`src/rtl/riscv_pkg.sv`:
```
// Shared constants and types for the RV32 front end: widths, the canonical NOP
// and the fetch FSM state encoding.
package riscv_pkg;

  localparam int unsigned XLEN                        = 32;
  localparam int unsigned REGISTER_FILE_ADDRESS_WIDTH = 5;

  // addi x0, x0, 0
  localparam logic [31:0] NOP_INSTR = 32'h0000_0013;

  typedef enum logic [1:0] {
    S_IDLE = 2'd0,
    S_WAIT = 2'd1,
    S_HELD = 2'd2
  } fetch_state_t;

endpackage

```
`src/rtl/ifid_reg.sv`:
```
// IF/ID pipeline register. Update priority is flush > hold (retain) > load > bubble;
// a bubble clears valid and the instruction but keeps the last PC.
module ifid_reg #(
  parameter int unsigned XLEN = riscv_pkg::XLEN
) (
  input  logic            clk,
  input  logic            rst,
  input  logic            flush_i,
  input  logic            hold_i,
  input  logic            load_i,
  input  logic [XLEN-1:0] pc_i,
  input  logic [XLEN-1:0] instr_i,
  output logic            valid_o,
  output logic [XLEN-1:0] pc_o,
  output logic [XLEN-1:0] instr_o
);
  import riscv_pkg::*;

  logic            valid_q;
  logic [XLEN-1:0] pc_q;
  logic [XLEN-1:0] instr_q;

  // NOTE: state registers use non-blocking assignments so every flop samples
  // pre-edge values; blocking here would create order-dependent simulation.
  always_ff @(posedge clk or posedge rst) begin
    if (rst) begin
      valid_q <= 1'b0;
      pc_q    <= '0;
      instr_q <= XLEN'(NOP_INSTR);
    end else if (flush_i) begin
      valid_q <= 1'b0;
      instr_q <= XLEN'(NOP_INSTR);
    end else if (!hold_i) begin
      if (load_i) begin
        valid_q <= 1'b1;
        pc_q    <= pc_i;
        instr_q <= instr_i;
      end else begin
        valid_q <= 1'b0;
        instr_q <= XLEN'(NOP_INSTR);
      end
    end
  end

  assign valid_o = valid_q;
  assign pc_o    = pc_q;
  assign instr_o = instr_q;

endmodule

```
`src/rtl/fetch_stage.sv`:
```
// Instruction fetch: PC generation, single-outstanding imem requests, response
// buffering under hazard holds, and branch redirect/flush feeding the IF/ID register.
module fetch_stage #(
  parameter int unsigned          XLEN     = riscv_pkg::XLEN,
  parameter logic [XLEN-1:0]      RESET_PC = '0
) (
  input  logic                                              clk,
  input  logic                                              rst,
  input  logic                                              pc_hold,
  input  logic                                              ifid_hold,
  input  logic                                              branch_taken,
  input  logic [XLEN-1:0]                                   branch_target,
  output logic                                              imem_req,
  output logic [XLEN-1:0]                                   imem_addr,
  input  logic                                              imem_rvalid,
  input  logic [XLEN-1:0]                                   imem_rdata,
  output logic                                              ifid_valid,
  output logic [XLEN-1:0]                                   ifid_pc,
  output logic [XLEN-1:0]                                   ifid_instr,
  output logic [riscv_pkg::REGISTER_FILE_ADDRESS_WIDTH-1:0] ifid_rs1,
  output logic [riscv_pkg::REGISTER_FILE_ADDRESS_WIDTH-1:0] ifid_rs2
);
  import riscv_pkg::*;

  fetch_state_t    state_q, state_d;
  logic [XLEN-1:0] pc_q, pc_d;
  logic [XLEN-1:0] fetch_pc_q, fetch_pc_d;
  logic [XLEN-1:0] buf_q, buf_d;
  logic            drop_q, drop_d;

  logic            hold;
  logic            load;
  logic [XLEN-1:0] load_instr;
  logic [XLEN-1:0] target_aligned;

  assign hold           = pc_hold | ifid_hold;
  assign target_aligned = branch_target & ~XLEN'(3);

  // Issue is gated by reset too so the strobe is quiet while rst is asserted.
  assign imem_req  = (state_q == S_IDLE) && !pc_hold && !branch_taken && !rst;
  assign imem_addr = imem_req ? pc_q : '0;

  // NOTE: every always_comb output gets a default first; a path that leaves
  // one unassigned would infer a latch.
  always_comb begin
    state_d    = state_q;
    pc_d       = pc_q;
    fetch_pc_d = fetch_pc_q;
    buf_d      = buf_q;
    drop_d     = drop_q;
    load       = 1'b0;
    load_instr = buf_q;

    if (branch_taken) begin
      pc_d = target_aligned;
      unique case (state_q)
        S_WAIT: begin
          if (imem_rvalid) state_d = S_IDLE;
          else             drop_d  = 1'b1;
        end
        S_HELD:  state_d = S_IDLE;
        default: ;
      endcase
    end else begin
      unique case (state_q)
        S_IDLE: begin
          if (!pc_hold) begin
            fetch_pc_d = pc_q;
            state_d    = S_WAIT;
          end
        end
        S_WAIT: begin
          if (imem_rvalid) begin
            if (drop_q) begin
              drop_d  = 1'b0;
              state_d = S_IDLE;
            end else begin
              pc_d = fetch_pc_q + XLEN'(4);
              if (!hold) begin
                load       = 1'b1;
                load_instr = imem_rdata;
                state_d    = S_IDLE;
              end else begin
                buf_d   = imem_rdata;
                state_d = S_HELD;
              end
            end
          end
        end
        S_HELD: begin
          if (!hold) begin
            load    = 1'b1;
            state_d = S_IDLE;
          end
        end
        default: state_d = S_IDLE;
      endcase
    end
  end

  always_ff @(posedge clk or posedge rst) begin
    if (rst) begin
      state_q    <= S_IDLE;
      pc_q       <= RESET_PC;
      fetch_pc_q <= '0;
      buf_q      <= XLEN'(NOP_INSTR);
      drop_q     <= 1'b0;
    end else begin
      state_q    <= state_d;
      pc_q       <= pc_d;
      fetch_pc_q <= fetch_pc_d;
      buf_q      <= buf_d;
      drop_q     <= drop_d;
    end
  end

  ifid_reg #(.XLEN(XLEN)) u_ifid_reg (
    .clk     (clk),
    .rst     (rst),
    .flush_i (branch_taken),
    .hold_i  (ifid_hold),
    .load_i  (load),
    .pc_i    (fetch_pc_q),
    .instr_i (load_instr),
    .valid_o (ifid_valid),
    .pc_o    (ifid_pc),
    .instr_o (ifid_instr)
  );

  // Register indices come from the registered word, never from imem_rdata.
  assign ifid_rs1 = ifid_instr[19:15];
  assign ifid_rs2 = ifid_instr[24:20];

endmodule

```
`config.mk`:
```
export PLATFORM = sky130hd
export DESIGN_NAME = fetch_stage
export DESIGN_NICKNAME = d
export VERILOG_FILES = /design/src/rtl/riscv_pkg.sv /design/src/rtl/ifid_reg.sv /design/src/rtl/fetch_stage.sv
export SDC_FILE = /design/constraint.sdc
export NUM_CORES = 1
export LEC_CHECK = 0
export CAP_MARGIN = 20
export CORE_MARGIN = 2
export CORE_UTILIZATION = 38
export DETAILED_ROUTE_END_ITERATION = 8
export PLACE_DENSITY = 0.75
export SLEW_MARGIN = 0
export SYNTH_ARGS = -nofsm -noshare
export SYNTH_HDL_FRONTEND = slang
export SYNTH_SLANG_ARGS = --single-unit
```
`constraint.sdc`:
```
create_clock -name clk -period 11.75 [get_ports clk]
set_input_delay 2.35 -clock clk [delete_from_list [all_inputs] [get_ports clk]]
set_output_delay 2.35 -clock clk [all_outputs]
set_load 0.01 [all_outputs]
```
==> results list <==
- Number of buffers inserted for hold repair after clock tree synthesis: 0
- Max-slew violation count: 0
* Most numerous cell in the Yosys netlist: dfrtp_1
- Entering global routing, the biggest net connects 92 pins.
- The number of nets handed over by synthesis was 731.
* Mean routed wirelength per cell: 16.8 um
- The tree is rooted in a clkbuf_16.
- Sequential cell area: slightly above 4000 um2
* Post-synthesis sequential area ratio: between 50 and 60%
* Antenna-violating nets left: 0
- Signed area change from the synthesized netlist to the final layout: 32.1%
- Between clock sinks in the finished design, the worst skew comes to 0.00955 ns.
* DP Wirelength: 12.0 mm
- Top cell type by total area after synthesis: dfrtp_1
* Post-CTS setup buffer count: 0
* Crit-path most repeated cell: buf_4
- Wires add up to between 15 and 20 mm.
* Run status: complete, no violations
- The count of final hold-check violations came to 0.
* Data required time at the worst endpoint: roughly 9.4 ns
* Setup violations, final: 0
- Setup repair after global routing left no endpoint under its margin.
* Top-area cell type share of the netlist area: between 50% and 60%
- Placeable core area: a little under 20000 um2
- Data arrives at the worst endpoint at roughly 4.6 ns.
- Number of unique standard cell types used by synthesis: 40
* Post-synth EDFFs: 0
- The layout has 1768 filler cells.
- STA classifies the critical path endpoint as an output pin.
- For this block, the via count after detailed routing is 5507.
* Fraction of synthesis flops using an asynchronous set or reset pin: between 90% and 100%
* GPL Wtd Cong: 0.760
* Final critical-path share of the clock period: 59.2%
- Worst stage delay on the critical path: 0.58 ns
* Die area: around 21000 um2
* Horizontal die dimension: about 150 um
* Clock latency on the worst-skew pair: ~0.42 ns
- The worst setup path is launched from an input port.
* Rel. slew slack: approximately 31%
* Number of nets in the layout: 877
- The number of global-route vias before repair is 5544.
* Transition time at the pin with the least slew margin: 1.04 ns
* Crit path max-delay cell type: buf_4
* Routed vias/inst: roughly 5.1
* # Max-Cap Violations: 0
- CTS built an H-tree with a depth of 4.
- Wire length of the first global-routing pass: 29.8 mm
- Global-route congestion overflow total: 0
* Time the worst path needs with I/O delays and setup: 6.96 ns
- Final core utilization: 51.4%
* Path type of the worst min-delay path: reg -> reg
- Pre-Repair DR Iteration Count: 4
- Average cell area after synthesis: approximately 12 um2
- DIE HEIGHT: 146 um
- In this run, post-CTS repair resized a total of 0 instances.
- Number of standard-cell rows in the floorplan: 51
- After synthesis, the cell types taking the most area are dfrtp_1, mux2_2, nand2_1.
- Setup total negative slack on the finished layout was measured at 0 ns.
* Clock edge transition at the registers on the reported setup and hold paths: about 0.060 ns
- Buffers placed on the I/O ports in this run total 175.
- TritonCTS clock tree: built
- Share of layout cells above drive strength 1: 19.0%
- Final antenna diode count: 0
- Number of buffers created by CTS: 17
- Once the floorplan was initialized, standard cells occupied 38.9% of the core.
* Synthesized netlist cell count: 657
- The first routing iteration left 194 violations.
- Along the worst path, the maximum fanout reaches 66.
- IR analysis of the VDD net gives a maximum drop of approximately 0.00010 V.
- Power spread over the standard cell area amounts to 178 nW/um2.
- Static timing analysis puts the maximum clock frequency at around 140 MHz.
- The initial antenna violation count came to 0.
- The most used flip-flop cell after synthesis is dfrtp_1.
- The critical path is of the in -> out type.
- After synthesis the cells add up to 7610 um2.
- For this run, design rule violations remaining after detail routing come to 0.
- Sorting the synthesized cells by how often they occur yields dfrtp_1, mux2_2, nand2_1.
* Worst path cell trace: buf_2 > buf_4 > nor2b_1 > nor2b_4 > buf_4 > and3_1 > clkdlybuf4s50_1
- Register bit total from synthesis: 164
- Maximum count of clock buffers along a single path: 2
* Static Leakage: 4.58 nW
- Summing all multi-input logic gate instances after layout gives 3200 um2.
- Number of warnings reported in the yosys synthesis log: 0
* Number of top-level design ports: 178
- Overall Global Routing Usage: 17.4%
- For this design, the sink count on the clock tree is around 160.
## kinds of logic after synthesis
logic type	share of synthesized area [%]
DFF	54.0
muxes	18.7
xor gates and xnor gates	3.11
and+or+nand+nor	12.2
AOI/OAI and AO/OA	6.87
adders and majority gates	0.657
buffers and inverters	4.45
## where the power goes
part,internal (mW),total [mW],leakage [nW],switching [mW]
combinational,0.239,0.401,2.17,0.161
clock,0.319,0.559,0.290,0.240
sequential,0.704,0.833,2.12,0.130
total,1.26,1.79,4.58,0.532
## cell usage in the layout, fill, tap and decap left out, drive strengths merged, types with 2 or more instances in the layout
| master | synthesis | final |
|---|---|---|
| a21o | 2 | 2 |
| a21oi | 13 | 13 |
| and2 | 3 | 3 |
| and3 | 41 | 41 |
| and4 | 2 | 2 |
| buf | 36 | 8 |
| bufinv | 0 | 2 |
| clkbuf | 19 | 17 |
| clkdlybuf4s50 | 0 | 174 |
| clkinv | 0 | 6 |
| dfrtp | 158 | 158 |
| dfstp | 6 | 6 |
| ha | 4 | 4 |
| inv | 6 | 12 |
| mux2 | 99 | 99 |
| mux2i | 31 | 31 |
| nand2 | 89 | 89 |
| nand3 | 12 | 12 |
| nand3b | 2 | 2 |
| nand4 | 15 | 15 |
| nor2 | 13 | 13 |
| nor2b | 3 | 3 |
| nor3 | 2 | 2 |
| nor3b | 2 | 2 |
| o21ai | 45 | 45 |
| o221ai | 17 | 17 |
| o22a | 3 | 3 |
| xnor2 | 6 | 6 |
| xor2 | 21 | 21 |
## flip-flops by register name (all words and copies together), names as in the netlist
| signal | cells |
|---|---|
| buf_q | 32 |
| fetch_pc_q | 32 |
| pc_q | 32 |
| u_ifid_reg.instr_o | 32 |
| u_ifid_reg.pc_o | 32 |
| state_q | 2 |
| drop_q | 1 |
| u_ifid_reg.valid_o | 1 |
## final cells by class
class                      count  share of cell area (%)
inverter                       6                   0.274
sequential                   164                    40.9
tap                          265                    3.30
multi-input combinational    432                    31.8
clock buffer                  17                    4.23
timing repair buffer         182                    17.9
clock inverter                15                    1.68
## final timing paths
kind / startpoint / end / slack, ns / depth (start not counted)
max in group asynchronous: rst / buf_q[5] / 7.52 / 4
hold reg to reg: u_ifid_reg.valid_o / u_ifid_reg.valid_o / 0.48 / 2
setup / recovery: branch_taken / imem_addr[17] / 4.79 / 7
min in group asynchronous: rst / pc_q[2] / 2.43 / 2
setup reg to reg: state_q[1] / buf_q[20] / 8.03 / 6
hold / removal: u_ifid_reg.valid_o / u_ifid_reg.valid_o / 0.48 / 2
## metrics by stage
step                power (mW)  cells  setup slack, ns  hold WS, ns  cell area [um2]
global route              1.90   1081             4.60        0.502            10100
detailed placement        1.25   1049             4.75        0.464             9470
CTS                       1.82   1081             4.72        0.481            10100
finish                    1.79   1081             4.79        0.476            10100
floorplan                 1.08    657             1.33        0.464             7610
global placement          1.23   1049             4.77        0.459             9470
## metal layers
metal  wire length (um)  global-route usage [%]
met1               8440                    23.5
met2               8350                    27.8
met3               1230                    5.55
met4                169                    3.58
met5                  0                       0
## worst max-delay path, delay by kind of cell
family | cells | cell delay [ns]
AND/OR/NAND/NOR | 3 | 0.71
buffers and inverters | 4 | 1.51
Note: power is estimated with default switching activity, not from simulation.
